<file path="config.mk">
export PLATFORM = sky130hd
export DESIGN_NAME = hazard_ctrl
export DESIGN_NICKNAME = d
export VERILOG_FILES = /design/src/rtl/hazard_ctrl.sv
export SDC_FILE = /design/constraint.sdc
export NUM_CORES = 1
export LEC_CHECK = 0
export CAP_MARGIN = 40
export CORE_MARGIN = 4
export CORE_UTILIZATION = 46
export CTS_BUF_LIST = sky130_fd_sc_hd__clkbuf_16
export DETAILED_ROUTE_END_ITERATION = 6
export PLACE_DENSITY = 0.91
export SYNTH_ARGS = -nofsm -noshare
export SYNTH_HDL_FRONTEND = slang
export SYNTH_SLANG_ARGS = --single-unit
</file>
<file path="constraint.sdc">
create_clock -name clk -period 3.24 [get_ports clk]
set_input_delay 0.648 -clock clk [delete_from_list [all_inputs] [get_ports clk]]
set_output_delay 0.648 -clock clk [all_outputs]
set_load 0.05 [all_outputs]
</file>
<file path="src/rtl/hazard_ctrl.sv">
`default_nettype none
// ============================================================================
// Module   : hazard_ctrl
// Function : Pipeline load enables, flushes and bubbles for the 5-stage core.
//            Handles load-use stalls, taken-branch flushes, data-memory wait
//            freezes, a sticky memory timeout, and a saturating stall counter.
// Revision : 1.0 - initial release
// ============================================================================
module hazard_ctrl #(
  parameter int REG_ADDR_W  = 5,
  parameter int CNT_W       = 16,
  parameter int MEM_TIMEOUT = 255
) (
  input  logic                  clk,
  input  logic                  rst,
  input  logic [REG_ADDR_W-1:0] id_rs1,
  input  logic [REG_ADDR_W-1:0] id_rs2,
  input  logic                  id_use_rs1,
  input  logic                  id_use_rs2,
  input  logic [REG_ADDR_W-1:0] ex_rd,
  input  logic                  ex_MemRead,
  input  logic                  ex_branch_taken,
  input  logic                  mem_req,
  input  logic                  mem_ready,
  output logic                  pc_write,
  output logic                  ifid_write,
  output logic                  idex_write,
  output logic                  exmem_write,
  output logic                  ifid_flush,
  output logic                  idex_flush,
  output logic                  memwb_bubble,
  output logic                  mem_timeout,
  output logic [CNT_W-1:0]      stall_count,
  output logic [1:0]            state
);

  localparam int c_wait_w = $clog2(MEM_TIMEOUT + 1);
  localparam logic [c_wait_w-1:0] c_wait_max = c_wait_w'(MEM_TIMEOUT);

  typedef enum logic [1:0] {
    ST_RUN      = 2'b00,
    ST_MEM_WAIT = 2'b01,
    ST_TIMEOUT  = 2'b10
  } state_t;

  state_t              r_state;
  state_t              w_state_nxt;
  logic [c_wait_w-1:0] r_wait_cnt;
  logic [c_wait_w-1:0] w_wait_cnt_nxt;
  logic [CNT_W-1:0]    r_stall_count;
  logic                r_mem_timeout;

  logic w_freeze;
  logic w_rs1_hit;
  logic w_rs2_hit;
  logic w_lu;

  assign w_freeze = ((r_state == ST_RUN) && mem_req && !mem_ready) ||
                    ((r_state == ST_MEM_WAIT) && !mem_ready) ||
                    (r_state == ST_TIMEOUT);

  // x0 is hardwired zero, so a load targeting it never creates a dependency.
  assign w_rs1_hit = id_use_rs1 && (id_rs1 == ex_rd);
  assign w_rs2_hit = id_use_rs2 && (id_rs2 == ex_rd);
  assign w_lu      = ex_MemRead && (ex_rd != '0) && (w_rs1_hit || w_rs2_hit);

  always_ff @(posedge clk or posedge rst) begin
    if (rst) begin
      r_state    <= ST_RUN;
      r_wait_cnt <= '0;
    end else begin
      r_state    <= w_state_nxt;
      r_wait_cnt <= w_wait_cnt_nxt;
    end
  end

  always_comb begin
    w_state_nxt    = r_state;
    w_wait_cnt_nxt = r_wait_cnt;
    case (r_state)
      ST_RUN: begin
        if (mem_req && !mem_ready) begin
          w_state_nxt    = ST_MEM_WAIT;
          w_wait_cnt_nxt = c_wait_w'(1);
        end
      end
      ST_MEM_WAIT: begin
        if (mem_ready) begin
          w_state_nxt    = ST_RUN;
          w_wait_cnt_nxt = '0;
        end else if (r_wait_cnt == c_wait_max) begin
          w_state_nxt = ST_TIMEOUT;
        end else begin
          w_wait_cnt_nxt = r_wait_cnt + c_wait_w'(1);
        end
      end
      ST_TIMEOUT: begin
        w_state_nxt = ST_TIMEOUT;
      end
      default: begin
        w_state_nxt    = ST_RUN;
        w_wait_cnt_nxt = '0;
      end
    endcase
  end

  // Priority: reset > freeze > taken branch > load-use > normal advance.
  always_comb begin
    pc_write     = 1'b1;
    ifid_write   = 1'b1;
    idex_write   = 1'b1;
    exmem_write  = 1'b1;
    ifid_flush   = 1'b0;
    idex_flush   = 1'b0;
    memwb_bubble = 1'b0;
    if (rst) begin
      pc_write    = 1'b0;
      ifid_write  = 1'b0;
      idex_write  = 1'b0;
      exmem_write = 1'b0;
    end else if (w_freeze) begin
      pc_write     = 1'b0;
      ifid_write   = 1'b0;
      idex_write   = 1'b0;
      exmem_write  = 1'b0;
      memwb_bubble = 1'b1;
    end else if (ex_branch_taken) begin
      ifid_flush = 1'b1;
      idex_flush = 1'b1;
    end else if (w_lu) begin
      pc_write   = 1'b0;
      ifid_write = 1'b0;
      idex_flush = 1'b1;
    end
  end

  always_ff @(posedge clk or posedge rst) begin
    if (rst) begin
      r_mem_timeout <= 1'b0;
    end else if (w_state_nxt == ST_TIMEOUT) begin
      r_mem_timeout <= 1'b1;
    end
  end

  always_ff @(posedge clk or posedge rst) begin
    if (rst) begin
      r_stall_count <= '0;
    end else if (!pc_write && (r_stall_count != '1)) begin
      r_stall_count <= r_stall_count + CNT_W'(1);
    end
  end

  assign mem_timeout = r_mem_timeout;
  assign stall_count = r_stall_count;
  assign state       = r_state;

endmodule
`default_nettype wire

</file>
* After elaboration in Yosys (flattened, before gate mapping)
Index checks and enable logic that the tools add are counted.
** Word-level totals
- Flip-flop bits (word level) :: 27
- Bits in latches :: 0
- Memory bits (writable) :: 0
- ROM bits :: 0
- Bits of input ports :: 23
- Output and inout bits :: 26
- Memories :: 0
** Operators by class
- $add $sub $neg :: 2
- Multiply operators :: 0
- Div/mod/pow operators :: 0
- Magnitude comparators :: 0
- Equal/unequal tests :: 9
- Shift-type cells :: 0
- Mux-type cells :: 23
- Bitwise logic cells :: 1
- Reduce and logical (&&, ||, !) cells :: 17
** Operators by type and width (count)
- $mux 8 :: 3
- $pmux 8 s3 :: 1
- $add 16x1->16 const B :: 1
- $ne 16x16->1 const B :: 1
- $mux 1 :: 15
- $eq 5x5->1 :: 2
- $logic_and 1x1->1 :: 9
- $add 8x1->8 const B :: 1
- $eq 8x8->1 const B :: 1
- $mux 2 :: 3
- $pmux 2 s3 :: 1
- $reduce_bool 5->1 :: 1
- $eq 2x2->1 const B :: 2
- $logic_or 1x1->1 :: 3
- $ne 3x3->1 const B :: 1
- $reduce_and 3->1 :: 1
- $eq 2x1->1 const B :: 1
- $logic_not 1->1 :: 2
- $logic_not 2->1 :: 1
- $ne 2x1->1 const B :: 1
- $not 1->1 :: 1

* Depth between registers and ports, before layout
- Depth after elaboration :: 10
- Mapped depth :: 9

* Worst setup path before layout
No wires, ideal clock.
- Path kind :: input to output
- Start point :: input port rst
- End point :: output port pc_write
- Arrival :: 2686 ps
- Required time :: 2592 ps
- Setup slack :: -94 ps
- Stages on the path :: 5
- Buffers on the path :: 2
- Cells stage by stage :: inv_1 > and3_1 > a21boi_4 > buf_6 > buf_4
** On the way
- Longest elaborated chain between the ends :: 1
** Ends and longest elaborated chain
- start: declaration :: RTL line 15 : input logic rst,
- $mux 1
- end: declaration :: RTL line 25 : output logic pc_write,
No other way between the ends.

* Final worst setup path
- Start point :: input port ex_rd[0]
- End point :: output port ifid_write
** On the way
- Longest elaborated chain between the ends :: 8
- Elaborated cells between the ends (all ways) :: 12
- Classes of those cells :: eq/ne (2); mux (4); reduce/logical (6)
** Ends and longest elaborated chain
- start: declaration :: RTL line 20 : input logic [REG_ADDR_W-1:0] ex_rd,
- $eq 5x5->1, on equally long branches :: RTL line 63, 64
- $logic_and 1x1->1, on equally long branches :: RTL line 63, 64
- $logic_or 1x1->1 :: RTL line 65 : assign w_lu = ex_MemRead && (ex_rd != '0) && (w_rs1_hit || w_rs2_hit);
- $logic_and 1x1->1 (*) :: RTL line 65
- $mux 1 (*) :: RTL line 130 : end else if (w_lu) begin
- $mux 1 (*) :: RTL line 127 : end else if (ex_branch_taken) begin
- $mux 1 (*) :: RTL line 121 : end else if (w_freeze) begin
- $mux 1 (*) :: RTL line 116 : if (rst) begin
- end: declaration :: RTL line 26 : output logic ifid_write,
Mark *: on every way between the ends. The rest lies on a longest branch, timed or not.

==> run metrics <==
outcome=completed; final hold violations=0; largest net degree at the start of global routing=28; # DRC=0; Critical Path AT=2.36 ns; Overflow after GRT=0; synthesis warning total=0; core area=0.00313 mm^2; area leader, netlist=dfrtp_1; GPL Wtd Cong=between 0.7 and 0.8; prevailing post-synth register cell=dfrtp_1; syn nets=between 150 and 200; commonest cells after routing, fill and taps aside=41 x clkdlybuf4s50_1, 27 x dfrtp_1, 15 x xor2_1; root buffer cell=clkbuf_16; Hold Path Class=reg2reg; Fill cells=249; CTS tree=done; vias per cell=around 5.5; Power Dens Cells=approximately 670 mW/mm^2; switching share of power=a little over two fifths; Seq pwr share=a little over a third; share of cells above drive strength 1=a little under an eighth; Die ar.=0.00435 mm^2; area growth from synthesis to layout=38.2%; post-cts sizing count=0; Buf+Inv Stages, Crit Path=2; Post-Route WL=between 3000 and 4000 um; Final period util=about 93%; Psw=0.000612 W; router iterations before antenna repair=4; initial antenna violation count=0; Top delay family on crit path=buffers and inverters; Finished Core Util=approximately two thirds; Post-Syn Area=0.00155 mm^2; detailed placer's ending HPWL=2800 um; Pleak=around 0.85 nW; CTS Buffer Depth=2; io pins=49; Detail Route met2 WL=between 1500 and 2000 um; initial core utilization=49.4%; Total Routing Usage GR=roughly 18%; critical path's slowest cell=or4_1; nets=228; clock-pin slew on the worst setup and hold paths=roughly 0.060 ns; RSZ-0062 raised after global routing=no; Clk network pwr share=between 10% and 20%; Top Metal Used=met4; Crit Path Max Fanout=3; first-pass GRT wire length=about 6200 um; First DRT Iteration DRCs=approximately 40; maximum vdd drop=approximately 650 uV; dominant cells by area after synthesis=dfrtp_1 44%, xor2_1 8.5%, xnor2_1 6.2%; kind of critical path=in2out; most common cell after layout, fill and taps aside=clkdlybuf4s50_1; worst-skew pair later-pin latency=0.26 ns; vias in the first global route=approximately 1300; Synth Register Bits=27; post-route ant nets=0; worst slew pin tran=0.606 ns; Worst slew margin=59.3%; Worst setup EP type=primary output; Syn Area/Cell=between 9 and 10 um^2; Logic pwr share=between 40% and 50%; Internal=a little over 0.0008 W; hold_buf cts=0; CP required=~2.6 ns; CTS Sinks=27; startpoint class of the critical path=input port; crit path time final=around 3.0 ns; FP Rows=20; Slew Limit Fails=0; register area share after synthesis=between 40% and 50%; share of flip-flops with an asynchronous set or reset=between 90% and 100%; Die H=between 60 and 70 um; Max-Cap Viols=0; Setup Buffers After CTS=0; Die Span X=~66 um; Setup TNS=0 ns; H-tree levels=1; Yosys cell types=40; Setup Viol. Count Final=0; routed len/inst=roughly 15 um; slowest stage delay, CP=0.55 ns; Port Buffers=48; fmax=between 300 and 400 MHz; worst path cell trace=clkdlybuf4s50_1 > or4_1 > o21ai_1 > nor2_1 > a21boi_4 > buf_12; met1 wire length=around 1500 um; Synth Instances=roughly 160; clock skew=approximately 0.0030 ns; antenna cells=0; CTS buffer count=3; vias post-DR=1361; met3 wire len=between 300 and 400 um; Post-synth EDFFs=0; share of the synthesized area in the top cell type=about 44%
## cell type report
| cell class | instances | area [um^2] | area share, % |
|---|---|---|---|
| Inverter | 2 | 11.3 | 0.527 |
| Multi-Input combinational cell | 119 | 812 | 38.0 |
| Clock buffer | 3 | 75.1 | 3.51 |
| Timing Repair Buffer | 50 | 503 | 23.5 |
| Tap cell | 44 | 55.1 | 2.58 |
| Clock inverter | 1 | 5.00 | 0.234 |
| Sequential cell | 27 | 676 | 31.6 |
## sequential cells by signal, summed over array words and instances, names as in the netlist
| register | cells |
|---|---|
| r_wait_cnt | 8 |
| mem_timeout | 1 |
| stall_count | 16 |
| state | 2 |
## cells in the mapped netlist (3+ instances only)
cell     instances
nor3_1           7
nand2_1         11
dfrtp_1         27
nand4_1          6
and3_1           5
nor4b_1          3
nor2_1           6
o21ai_0         11
nand3_1         11
xnor2_1         11
xor2_1          15
## layer usage
layer | track usage, % | vias up
met3 | 3.74 | 5
met2 | 31.8 | 52
met4 | 6.09 | 0
met5 | 0 | -
met1 | 22.3 | 657
li1 | - | 647
## cells by family (layout without fill, tap and decap cells)
kind of cell,after synthesis,count (layout),synth area share (%)
simple gates,64,64,24.1
flops,27,27,43.7
fa+ha+maj,2,2,1.62
buf+inv,9,56,3.80
compound gates,25,25,10.4
xor+xnor,26,26,14.7
mux,2,2,1.62
## worst paths after layout
check                                     from  slack [ns]  depth (start not counted)        endpoint
worst min register to register     mem_timeout        0.49                          1     mem_timeout
worst max-delay path                  ex_rd[0]        0.23                          6      ifid_write
worst max register to register  stall_count[0]        1.02                          7  stall_count[1]
min in group asynchronous                  rst        0.84                          3        state[1]
worst min-delay path               mem_timeout        0.49                          1     mem_timeout
max in group asynchronous                  rst        2.14                          3   r_wait_cnt[4]
## worst reg2reg max path, stage by stage, from the launching register on
cell	delay [ns]
dfrtp_1	0.41
ha_1	0.21
nand2_1	0.05
or2_2	0.34
nor2b_4	0.14
and3_1	0.52
nor2_2	0.12
mux2_4	0.32
## power groups by stage
stage	Clock, W	Sequential [W]	Combinational (W)
after detailed placement	0	0.000514	0.000645
after floorplan	0	0.000720	0.000205
after CTS	0.000279	0.000508	0.000649
after global routing	0.000296	0.000522	0.000684
final	0.000277	0.000509	0.000644
after global placement	0	0.000509	0.000629
## per-stage QoR
stage | hold WS [ns] | std cells | instance area, um^2 | power [W] | worst slack, ns
global placement | 0.466 | 242 | 2060 | 0.00114 | 0.260
global route | 0.500 | 246 | 2140 | 0.00150 | 0.158
CTS | 0.484 | 246 | 2140 | 0.00144 | 0.224
floorplan | 0.466 | 155 | 1550 | 0.000925 | 0.204
finish | 0.486 | 246 | 2140 | 0.00143 | 0.233
detailed placement | 0.464 | 242 | 2060 | 0.00116 | 0.227
Power figures use the tool's default switching activity.
